==> src/rtl/iomem_button_irq.sv <==
// Memory-mapped button/sense-input peripheral: synchronise, debounce, latch
// edge events into a W1C pending register and raise a level interrupt.
module iomem_button_irq #(
  parameter logic [7:0]  ADDR_HI         = 8'h05,
  parameter int unsigned N_INPUTS        = 4,
  parameter int unsigned DEBOUNCE_CYCLES = 12000,
  parameter logic [7:0]  INIT_LEVEL      = 8'h00
) (
  input  logic                clk,
  input  logic                resetn,
  input  logic                iomem_valid,
  output logic                iomem_ready,
  input  logic [3:0]          iomem_wstrb,
  input  logic [31:0]         iomem_addr,
  input  logic [31:0]         iomem_wdata,
  output logic [31:0]         iomem_rdata,
  input  logic [N_INPUTS-1:0] btn_in,
  output logic                irq
);

  localparam int unsigned CNT_W = $clog2(DEBOUNCE_CYCLES);
  localparam logic [CNT_W-1:0] CNT_MAX = CNT_W'(DEBOUNCE_CYCLES - 1);
  localparam logic [N_INPUTS-1:0] INIT = INIT_LEVEL[N_INPUTS-1:0];

  localparam logic [1:0] REG_STATE   = 2'd0;
  localparam logic [1:0] REG_PENDING = 2'd1;
  localparam logic [1:0] REG_RISE_EN = 2'd2;
  localparam logic [1:0] REG_FALL_EN = 2'd3;

  logic [N_INPUTS-1:0]            sync1_q, sync1_d;
  logic [N_INPUTS-1:0]            sync_q, sync_d;
  logic [N_INPUTS-1:0]            stable_q, stable_d;
  logic [N_INPUTS-1:0]            stable_prev_q, stable_prev_d;
  logic [N_INPUTS-1:0][CNT_W-1:0] cnt_q, cnt_d;
  logic [N_INPUTS-1:0]            pending_q, pending_d;
  logic [N_INPUTS-1:0]            rise_en_q, rise_en_d;
  logic [N_INPUTS-1:0]            fall_en_q, fall_en_d;
  logic                           ready_q, ready_d;
  logic [31:0]                    rdata_q, rdata_d;
  logic                           irq_q, irq_d;

  logic                           req;
  logic                           wr;
  logic [1:0]                     sel;
  logic [N_INPUTS-1:0]            wbits;
  logic [N_INPUTS-1:0]            rise_ev;
  logic [N_INPUTS-1:0]            fall_ev;
  logic                           unused_bus_bits;

  // Bits of the bus that this block does not decode.
  assign unused_bus_bits = ^{iomem_addr[23:4], iomem_addr[1:0],
                             iomem_wstrb[3:1], iomem_wdata[31:N_INPUTS]};

  // Synchroniser and per-input debounce counters.
  always_comb begin
    sync1_d       = btn_in;
    sync_d        = sync1_q;
    stable_d      = stable_q;
    stable_prev_d = stable_q;
    cnt_d         = cnt_q;
    for (int i = 0; i < int'(N_INPUTS); i++) begin
      if (sync_q[i] == stable_q[i]) begin
        cnt_d[i] = '0;
      end else if (cnt_q[i] == CNT_MAX) begin
        stable_d[i] = sync_q[i];
        cnt_d[i]    = '0;
      end else begin
        cnt_d[i] = cnt_q[i] + CNT_W'(1);
      end
    end
  end

  // Bus decode, register writes, edge capture and read data.
  always_comb begin
    req     = iomem_valid && !ready_q && (iomem_addr[31:24] == ADDR_HI);
    wr      = req && iomem_wstrb[0];
    sel     = iomem_addr[3:2];
    wbits   = iomem_wdata[N_INPUTS-1:0];
    rise_ev = stable_q & ~stable_prev_q & rise_en_q;
    fall_ev = ~stable_q & stable_prev_q & fall_en_q;

    pending_d = pending_q;
    rise_en_d = rise_en_q;
    fall_en_d = fall_en_q;
    ready_d   = req;
    rdata_d   = '0;

    if (wr) begin
      case (sel)
        REG_PENDING: pending_d = pending_q & ~wbits;
        REG_RISE_EN: rise_en_d = wbits;
        REG_FALL_EN: fall_en_d = wbits;
        default:     ;
      endcase
    end
    // A new event in the same cycle as its W1C clear keeps the bit set.
    pending_d = pending_d | rise_ev | fall_ev;

    if (req) begin
      case (sel)
        REG_STATE:   rdata_d = 32'(stable_q);
        REG_PENDING: rdata_d = 32'(pending_q);
        REG_RISE_EN: rdata_d = 32'(rise_en_q);
        default:     rdata_d = 32'(fall_en_q);
      endcase
    end

    irq_d = |pending_d;
  end

  // State registers.
  always_ff @(posedge clk or negedge resetn) begin
    if (!resetn) begin
      sync1_q       <= INIT;
      sync_q        <= INIT;
      stable_q      <= INIT;
      stable_prev_q <= INIT;
      cnt_q         <= '0;
      pending_q     <= '0;
      rise_en_q     <= '0;
      fall_en_q     <= '0;
      ready_q       <= 1'b0;
      rdata_q       <= '0;
      irq_q         <= 1'b0;
    end else begin
      sync1_q       <= sync1_d;
      sync_q        <= sync_d;
      stable_q      <= stable_d;
      stable_prev_q <= stable_prev_d;
      cnt_q         <= cnt_d;
      pending_q     <= pending_d;
      rise_en_q     <= rise_en_d;
      fall_en_q     <= fall_en_d;
      ready_q       <= ready_d;
      rdata_q       <= rdata_d;
      irq_q         <= irq_d;
    end
  end

  assign iomem_ready = ready_q;
  assign iomem_rdata = rdata_q;
  assign irq         = irq_q;

endmodule

==> config.mk <==
export PLATFORM = sky130hd
export DESIGN_NAME = iomem_button_irq
export DESIGN_NICKNAME = d
export VERILOG_FILES = /design/src/rtl/iomem_button_irq.sv
export SDC_FILE = /design/constraint.sdc
export NUM_CORES = 1
export LEC_CHECK = 0
export BUFFER_PORTS_ARGS = -buffer_cell sky130_fd_sc_hd__buf_2
export CAP_MARGIN = 20
export CELL_PAD_IN_SITES_DETAIL_PLACEMENT = 1
export CELL_PAD_IN_SITES_GLOBAL_PLACEMENT = 1
export CORE_UTILIZATION = 44
export CTS_CLUSTER_SIZE = 40
export DETAILED_ROUTE_END_ITERATION = 6
export PLACE_DENSITY = 0.86
export SETUP_SLACK_MARGIN = 0.02
export SKIP_LAST_GASP = 1
export SYNTH_ARGS = -nofsm -noshare
export SYNTH_HDL_FRONTEND = slang
export SYNTH_SLANG_ARGS = --single-unit
==> constraint.sdc <==
create_clock -name clk -period 3.8 [get_ports clk]
set_input_delay 0.38 -clock clk [delete_from_list [all_inputs] [get_ports clk]]
set_output_delay 0.38 -clock clk [all_outputs]
set_load 0.02 [all_outputs]
---- After elaboration in Yosys (flattened, before gate mapping) ----
Cells that the tools add are included.
storage, ports and cells
  register bits ........................... 118
  input bits .............................. 75
  output and inout bits ................... 34
  logic and storage cells ................. 71
operators by class
  add/sub/neg operators ................... 4
  eq/ne operators ......................... 12
  muxes and demuxes ....................... 12
  bitwise gates (word level) .............. 14
  reduce and logical (&&, ||, !) cells .... 12
operators with widths
  kind                                           number
  two-way mux 14 bit                             8
  adder 14 x 1 -> 14 bit, second input constant  4
  == test 14 bit, second input constant          4
  bitwise AND 4 bit                              5
  two-way mux 4 bit                              3
  NOT 4 bit                                      3
  case mux 4 bit (3 select lines)                1
  AND reduction 2 bit                            6
  == test 8 x 3 -> 1 bit, second input constant  1
  OR 4 bit                                       2
  == test 1 bit                                  4
  == test 2 bit, second input constant           2
  NOT 1 bit                                      4
  OR reduction 4 bit                             1
  logical AND 1 bit                              3
  == test 2 x 1 -> 1 bit, second input constant  1
  logical NOT 2 bit                              1
  logical NOT 1 bit                              1

---- Longest topological paths before layout ----
Gate-level depths: netlist (run 1).
  depth after elaboration ................. 8
  mapped depth ............................ 6
  gate-level depth less buffers ........... 5

---- Worst setup path before layout (run 1) ----
Ideal clock, no wire load.
  path type ............................... flip-flop to flip-flop
  from .................................... reg cnt_q[0] in the netlist's numbering
  to ...................................... reg stable_q[0], in the netlist stable_prev_d[0]
  library setup time ...................... 0.125 ns
  arrival time ............................ 1.732 ns
  setup slack ............................. 1.943 ns
  stages on the path, launching flop included .. 5
  path buffers ............................ 0
  path through ............................ dfrtp_1 > ha_1 > or4b_1 > nor4_2 > mux2_2
on the way
  longest elaborated chain between the ends .. 2
RTL lines
  what                           RTL line  source
  start: declaration             34        logic [N_INPUTS-1:0][CNT_W-1:0] cnt_q, cnt_d;
  start signal: assignment       130       cnt_q <= cnt_d;
  == test 14 bit                 64        end else if (cnt_q[i] == CNT_MAX) begin
  AND reduction 2 bit (no line)  -
  end signal: assignment         128       stable_q <= stable_d;
  end: declaration               32        logic [N_INPUTS-1:0] stable_q, stable_d;
No other way between the ends.
A chain may end at the register's enable or synchronous reset.

==> flow_summary_export.csv, run 1 <==
group,metric,value,unit
clock_network,ctsHoldBuffers,0,
drt,wl_met2,4.44,mm
finish,drive_above_1_share,0.153,
drt,wl_met3,248,µm
flow_run,cap_violations,0,
placed_design,dp_hpwl,6.40,mm
drt,wl_met1,4.06,mm
drt,antenna_left,0,
sta,grt_setup_unrepaired,"no",
finish,fin_util,0.494,
clock_network,postCtsSetupRepairBufs,0,
global_routing,antenna_found_initial,0,
sta,finalSetupViolCount,0,
global_routing,grt_pass1_vias,3166,
sta,relSlewSlack,0.426,
global_routing,grt_usage,0.193,
yosys,yosysTopAreaCell,"dfrtp_1",
floorplanning,io_pins,109,
worst_setup_path,worstPathMaxFanout,13,
sta,fin_worst_skew,0.0142,ns
clock_network,clock-sinks,90,
clock_network,htree_levels,3,
yosys,ys_types,37,
finish,syn_to_final_growth,7.78,%
yosys,synth_most_common_cell,"dfrtp_1",
drt,wire_per_inst,16.0,µm
floorplanning,start_util,0.458,
worst_setup_path,critPathLaunchType,"flip-flop",
sta,maxSlewViolCount,0,
sta,fin_crit_sh,0.581,
clock_network,clk_latency,0.35,ns
drt,maxUsedRoutingLayer,"met4",
yosys,synth_flop_cell,"dfrtp_1",
global_routing,grt_max_degree,70,
clock_network,cts_root_buf,"clkbuf_8",
yosys,synth_top_area_frac,0.524,
worst_setup_path,crit_path_end_kind,"flip-flop",
sta,max_freq,0.453,GHz
yosys,synth-edff-count,0,
yosys,synth-seq-cells,90,
run_status,outcome,"finished clean",
yosys,syn_inst,397,
global_routing,overflow,0,
yosys,ys_seq_area_frac,0.524,
drt,wirelength,8.94,mm
clock_network,cts.path.max_buffers,2,
power,powerDensity,375,nW/µm²
clock_network,cts_buffers,9,
min_path,hold_class,"primary input to asynchronous set/reset pin",
yosys,ys.warnings.count,0,
drt,vias,2943,
sta,final.setup.tns,0,ns
clock_network,cts_tree,"built",
floorplanning,num_rows,35,
finish,n_antenna_cell,0,
worst_setup_path,required,4.03,ns
floorplanning,dieArea,10200,µm²
power,vdd_drop_max,0.149,mV
placed_design,place.gp.congestion,0.765,
drt,routed_via_density,5.26,
worst_setup_path,critPathArrivalTime,2.44,ns
drt,drt_iter0_drc,114,
sta,period_needed,2.21,ns
floorplanning,fp.dieH,101,µm
drt,drc_errors,0,
power,p_leak,0.00208,µW
yosys,synth_top_cells_by_count,"dfrtp_1 (90), nor2_1 (60), xnor2_1 (31), buf_4 (30), nand3_1 (23)",
yosys,post_synth.cell_area_avg,10.8,µm²
yosys,synth_area_leaders,"dfrtp_1 (52%), xnor2_1 (6.3%), buf_4 (5.2%)",
clock_network,cts-resized-gates,0,
sta,hold_viol,0,
finish,finalNetCount,505,
yosys,netlist_area,4300,µm²
clock_network,clk_transition_reported_paths,0.10,ns
global_routing,grt_pass1_wl,15.4,mm
yosys,async_reset_ff_frac,1.00,
floorplanning,coreArea,9370,µm²
worst_setup_path,critPathKind,"flip-flop to flip-flop",
drt,firstDrtPassIters,4,
sta,worst-slew-pin-transition,0.860,ns
floorplanning,die_x,101,µm
placed_design,port_buffers,27,
-- flip-flops by register name, indices dropped and copies added (netlist names) --
name and count:
stable_prev_d 4, fall_en_q 4, iomem_ready 1, sync1_q 4, rise_en_q 4, iomem_rdata 4
pending_q 4, sync_q 4, cnt_q 56, irq 1, stable_prev_q 4
-- final timing paths --
path | slack [ns] | cells past startpoint | to | startpoint
worst max-delay path | 1.59 | 5 | cnt_q[11]$_DFF_PN0_ | cnt_q[0]$_DFF_PN0_
worst min-delay path | 0.13 | 1 | sync_q[1]$_DFF_PN0_ | resetn
worst max register to register | 1.59 | 5 | cnt_q[11]$_DFF_PN0_ | cnt_q[0]$_DFF_PN0_
worst min register to register | 0.35 | 0 | sync_q[1]$_DFF_PN0_ | sync1_q[1]$_DFF_PN0_
max in group asynchronous | 2.81 | 2 | iomem_rdata[3]$_DFF_PN0_ | resetn
min in group clk | 0.13 | 1 | sync1_q[3]$_DFF_PN0_ | btn_in[3]
-- kinds of logic (layout without fill, tap and decap cells) --
logic type,count (synthesis),after routing,synth area share
AOI/OAI and AO/OA,12,12,0.0183
xor gates and xnor gates,50,50,0.102
adders and majority gates,4,4,0.0116
buffers and inverters,49,55,0.0722
DFF,90,90,0.524
muxes,16,16,0.0524
other,1,28,0.000873
and+or+nand+nor,175,175,0.218
-- per-layer routing --
| metal | global-route usage | vias to the layer above |
|---|---|---|
| met5 | 0 | - |
| met4 | 0.0858 | 0 |
| met3 | 0.0166 | 17 |
| met2 | 0.330 | 71 |
| met1 | 0.252 | 1488 |
| li1 | - | 1367 |
-- stage by stage --
step	setup WS [ns]	hold WS, ns	power [µW]	std cells	cell area [µm²]
final	1.59	0.132	1730	559	4630
after global routing	1.46	0.115	1800	559	4630
after CTS	1.58	0.121	1750	559	4630
after detailed placement	1.59	0.339	1120	544	4440
after global placement	1.73	0.334	1110	544	4440
after floorplan	1.94	0.0844	1090	424	4400
-- cell usage in the layout (no fill, tap or decap), types with 4 or more instances in the layout --
master,count
dfrtp_1,90
nor2_1,60
xnor2_1,31
conb_1,28
buf_2,26
nand3_1,23
nand2_1,20
xor2_1,19
nand4_1,18
nor4_1,13
inv_1,12
mux2_2,12
clkbuf_8,9
nor3_1,6
or4_1,5
and2_1,5
and4b_1,5
or2_2,4
and4_1,4
mux4_2,4
a21o_1,4
ha_1,4
-- critical path, cell delays in order, from the launching register on --
cell	delay, ns
dfrtp_1	0.45
ha_1	0.32
or4b_1	0.49
nor4_2	0.39
or2_2	0.35
nor2_1	0.10
-- report_power, final --
| group | total [µW] | internal, µW | switching, µW |
|---|---|---|---|
| combinational | 109 | 27.8 | 80.7 |
| sequential | 989 | 972 | 17.4 |
| clock | 636 | 303 | 334 |
-- cell type report --
class,count,area (µm²)
fill,1087,4740
sequential,90,2250
multi-input combinational,285,1840
tap,129,161
timing repair buffer,28,145
clock buffer,9,124
clock inverter,6,67.6
inverter,12,45.0
No activity file was read; power rests on OpenSTA's default activity.
==> inputs of run 2 (changes only) <==
--- a/config.mk
+++ b/config.mk
@@ -9,10 +9,10 @@
 export CAP_MARGIN = 20
 export CELL_PAD_IN_SITES_DETAIL_PLACEMENT = 1
 export CELL_PAD_IN_SITES_GLOBAL_PLACEMENT = 1
-export CORE_UTILIZATION = 44
+export CORE_UTILIZATION = 41
 export CTS_CLUSTER_SIZE = 40
 export DETAILED_ROUTE_END_ITERATION = 6
-export PLACE_DENSITY = 0.86
+export PLACE_DENSITY = 0.81
 export SETUP_SLACK_MARGIN = 0.02
 export SKIP_LAST_GASP = 1
 export SYNTH_ARGS = -nofsm -noshare
==> constraint.sdc (replaced) <==
create_clock -name clk -period 2.3 [get_ports clk]
set_input_delay 0.23 -clock clk [delete_from_list [all_inputs] [get_ports clk]]
set_output_delay 0.23 -clock clk [all_outputs]
set_load 0.02 [all_outputs]
==> run 2 against run 1 <==
Compared with the run above:
- sequential cell count is the same
- non-clock buffer count grew 6
- sequential share of layout area shrank 1.1 points
- clock power grew 89%
- critical path type unchanged
==> flow_summary_export.csv, run 2 (same netlist as run 1, synthesis figures left out) <==
group,metric,value,unit
sta,finalSetupViolCount,0,
clock_network,clock-sinks,90,
worst_setup_path,crit_path_end_kind,"flip-flop",
global_routing,grt_pass1_wl,14.8,mm
worst_setup_path,reg2reg_depth,5,
finish,n_antenna_cell,0,
clock_network,clk_latency,0.37,ns
clock_network,postCtsSetupRepairBufs,0,
floorplanning,die_x,104,µm
clock_network,cts_root_buf,"clkbuf_8",
worst_setup_path,r2r_start,"cnt_q[0]$_DFF_PN0_",
placed_design,place.gp.congestion,0.756,
clock_network,cts_tree,"built",
floorplanning,start_util,0.420,
sta,hold_slack,0.116,ns
min_path,min-delay-start,"iomem_wdata[2]",
placed_design,dp_hpwl,5.99,mm
floorplanning,coreArea,10200,µm²
global_routing,antenna_found_initial,0,
finish,largest_reg_flops,56,
worst_setup_path,rrSetupSlack,0.35,ns
finish,finalNetCount,511,
floorplanning,fp.dieH,104,µm
finish,final_cell_mix,"dfrtp_1 (90), nor2_1 (60), xnor2_1 (31)",
drt,wirelength,8.62,mm
sta,period_needed,1.95,ns
min_path,hold_class,"primary input to flip-flop",
flow_run,cap_violations,0,
power,power_switching,714,µW
finish,fillers,1168,
power,sequentialPowerShare,0.541,
min_path,whs_path_depth,2,
global_routing,grt_max_degree,67,
clock_network,ctsHoldBuffers,5,
drt,vias,2922,
power,powerDensity,637,nW/µm²
clock_network,cts.path.max_buffers,2,
sta,final.setup.tns,0,ns
power,power,3020,µW
sta,maxSlewViolCount,0,
clock_network,clk_transition_reported_paths,0.09,ns
sta,fin_worst_skew,0.0138,ns
sta,grt_setup_unrepaired,"no",
power,clkPwrFrac,0.397,
worst_setup_path,worstPathMaxFanout,13,
placed_design,port_buffers,27,
power,internal_power,2300,µW
finish,regMostFlops,"cnt_q",
power,p_leak,0.00212,µW
global_routing,grt_usage,0.172,
floorplanning,io_pins,109,
sta,max_freq,0.512,GHz
drt,antenna_left,0,
global_routing,grt_pass1_vias,3005,
clock_network,cts-resized-gates,0,
drt,drc_errors,0,
run_status,outcome,"finished clean",
finish,drive_above_1_share,0.151,
worst_setup_path,required,2.54,ns
clock_network,htree_levels,3,
floorplanning,num_rows,37,
power,p_sw_frac,0.237,
finish,final_common_cell,"dfrtp_1",
min_path,min_to,"fall_en_q[2]$_DFFE_PN0P_",
worst_setup_path,worstReg2RegEnd,"cnt_q[3]$_DFF_PN0_",
clock_network,cts_buffers,9,
sta,hold_viol,0,
power,vdd_drop_max,0.520,mV
power,p_comb_frac,0.062,
finish,syn_to_final_growth,10.3,%
drt,routed_via_density,5.10,
drt,wire_per_inst,15.0,µm
worst_setup_path,critPathKind,"flip-flop to flip-flop",
drt,firstDrtPassIters,4,
sta,fin_crit_sh,0.849,
worst_setup_path,critPathArrivalTime,2.20,ns
worst_setup_path,critPathLaunchType,"flip-flop",
drt,drt_iter0_drc,63,
global_routing,overflow,0,
floorplanning,dieArea,10900,µm²
-- run 2: per-layer routing --
| metal | vias up | global-route usage | wire, µm |
|---|---|---|---|
| met1 | 1489 | 0.220 | 3930 |
| met5 | - | 0 | 0 |
| li1 | 1376 | - | - |
| met4 | 0 | 0.0602 | 138 |
| met2 | 43 | 0.281 | 4210 |
| met3 | 14 | 0.0476 | 339 |
-- run 2: worst max-delay path: stages (launching register included) --
cell and delay (ns):
dfrtp_1 0.42, ha_1 0.19, or4b_1 0.45, nor4_2 0.36, or2_2 0.33, nor2_1 0.09
-- run 2: power groups by stage --
stage	Clock (µW)	Sequential (µW)	Combinational, µW
after floorplan	0	1660	150
after global placement	0	1660	177
after detailed placement	0	1660	184
after CTS	1230	1630	192
after global routing	1300	1640	213
final	1200	1630	188
-- run 2: layout make-up --
class | instances | area (µm²) | area share
clock buffers | 12 | 145 | 0.0306
clock inverters | 4 | 75.1 | 0.0158
inverters | 12 | 45.0 | 0.00951
multi-input cells | 285 | 1840 | 0.387
flip-flops and latches | 90 | 2250 | 0.475
well taps | 136 | 170 | 0.0359
repair buffers | 34 | 215 | 0.0454
-- run 2: per-stage QoR --
step,setup WS (ns),cells,util,instance area [µm²]
2_1_floorplan,0.443,424,-,4400
3_3_place_gp,0.352,552,0.437,4470
3_5_place_dp,0.266,552,0.437,4470
4_1_cts,0.308,573,0.463,4740
5_1_grt,0.208,573,0.463,4740
6_report,0.347,573,0.463,4740
-- run 2: how the worst max path moves through the flow --
stage	start	endpoint	slack (ns)	cells past startpoint
4_1_cts	cnt_q[0]$_DFF_PN0_	cnt_q[3]$_DFF_PN0_	0.31	5
3_5_place_dp	iomem_addr[27]	rise_en_q[1]$_DFFE_PN0P_	0.27	5
3_3_place_gp	iomem_addr[27]	rise_en_q[3]$_DFFE_PN0P_	0.35	5
2_1_floorplan	cnt_q[0]$_DFF_PN0_	stable_prev_d[0]$_DFFE_PN0P_	0.44	4
6_report	cnt_q[0]$_DFF_PN0_	cnt_q[3]$_DFF_PN0_	0.35	5
5_1_grt	cnt_q[0]$_DFF_PN0_	cnt_q[3]$_DFF_PN0_	0.21	5
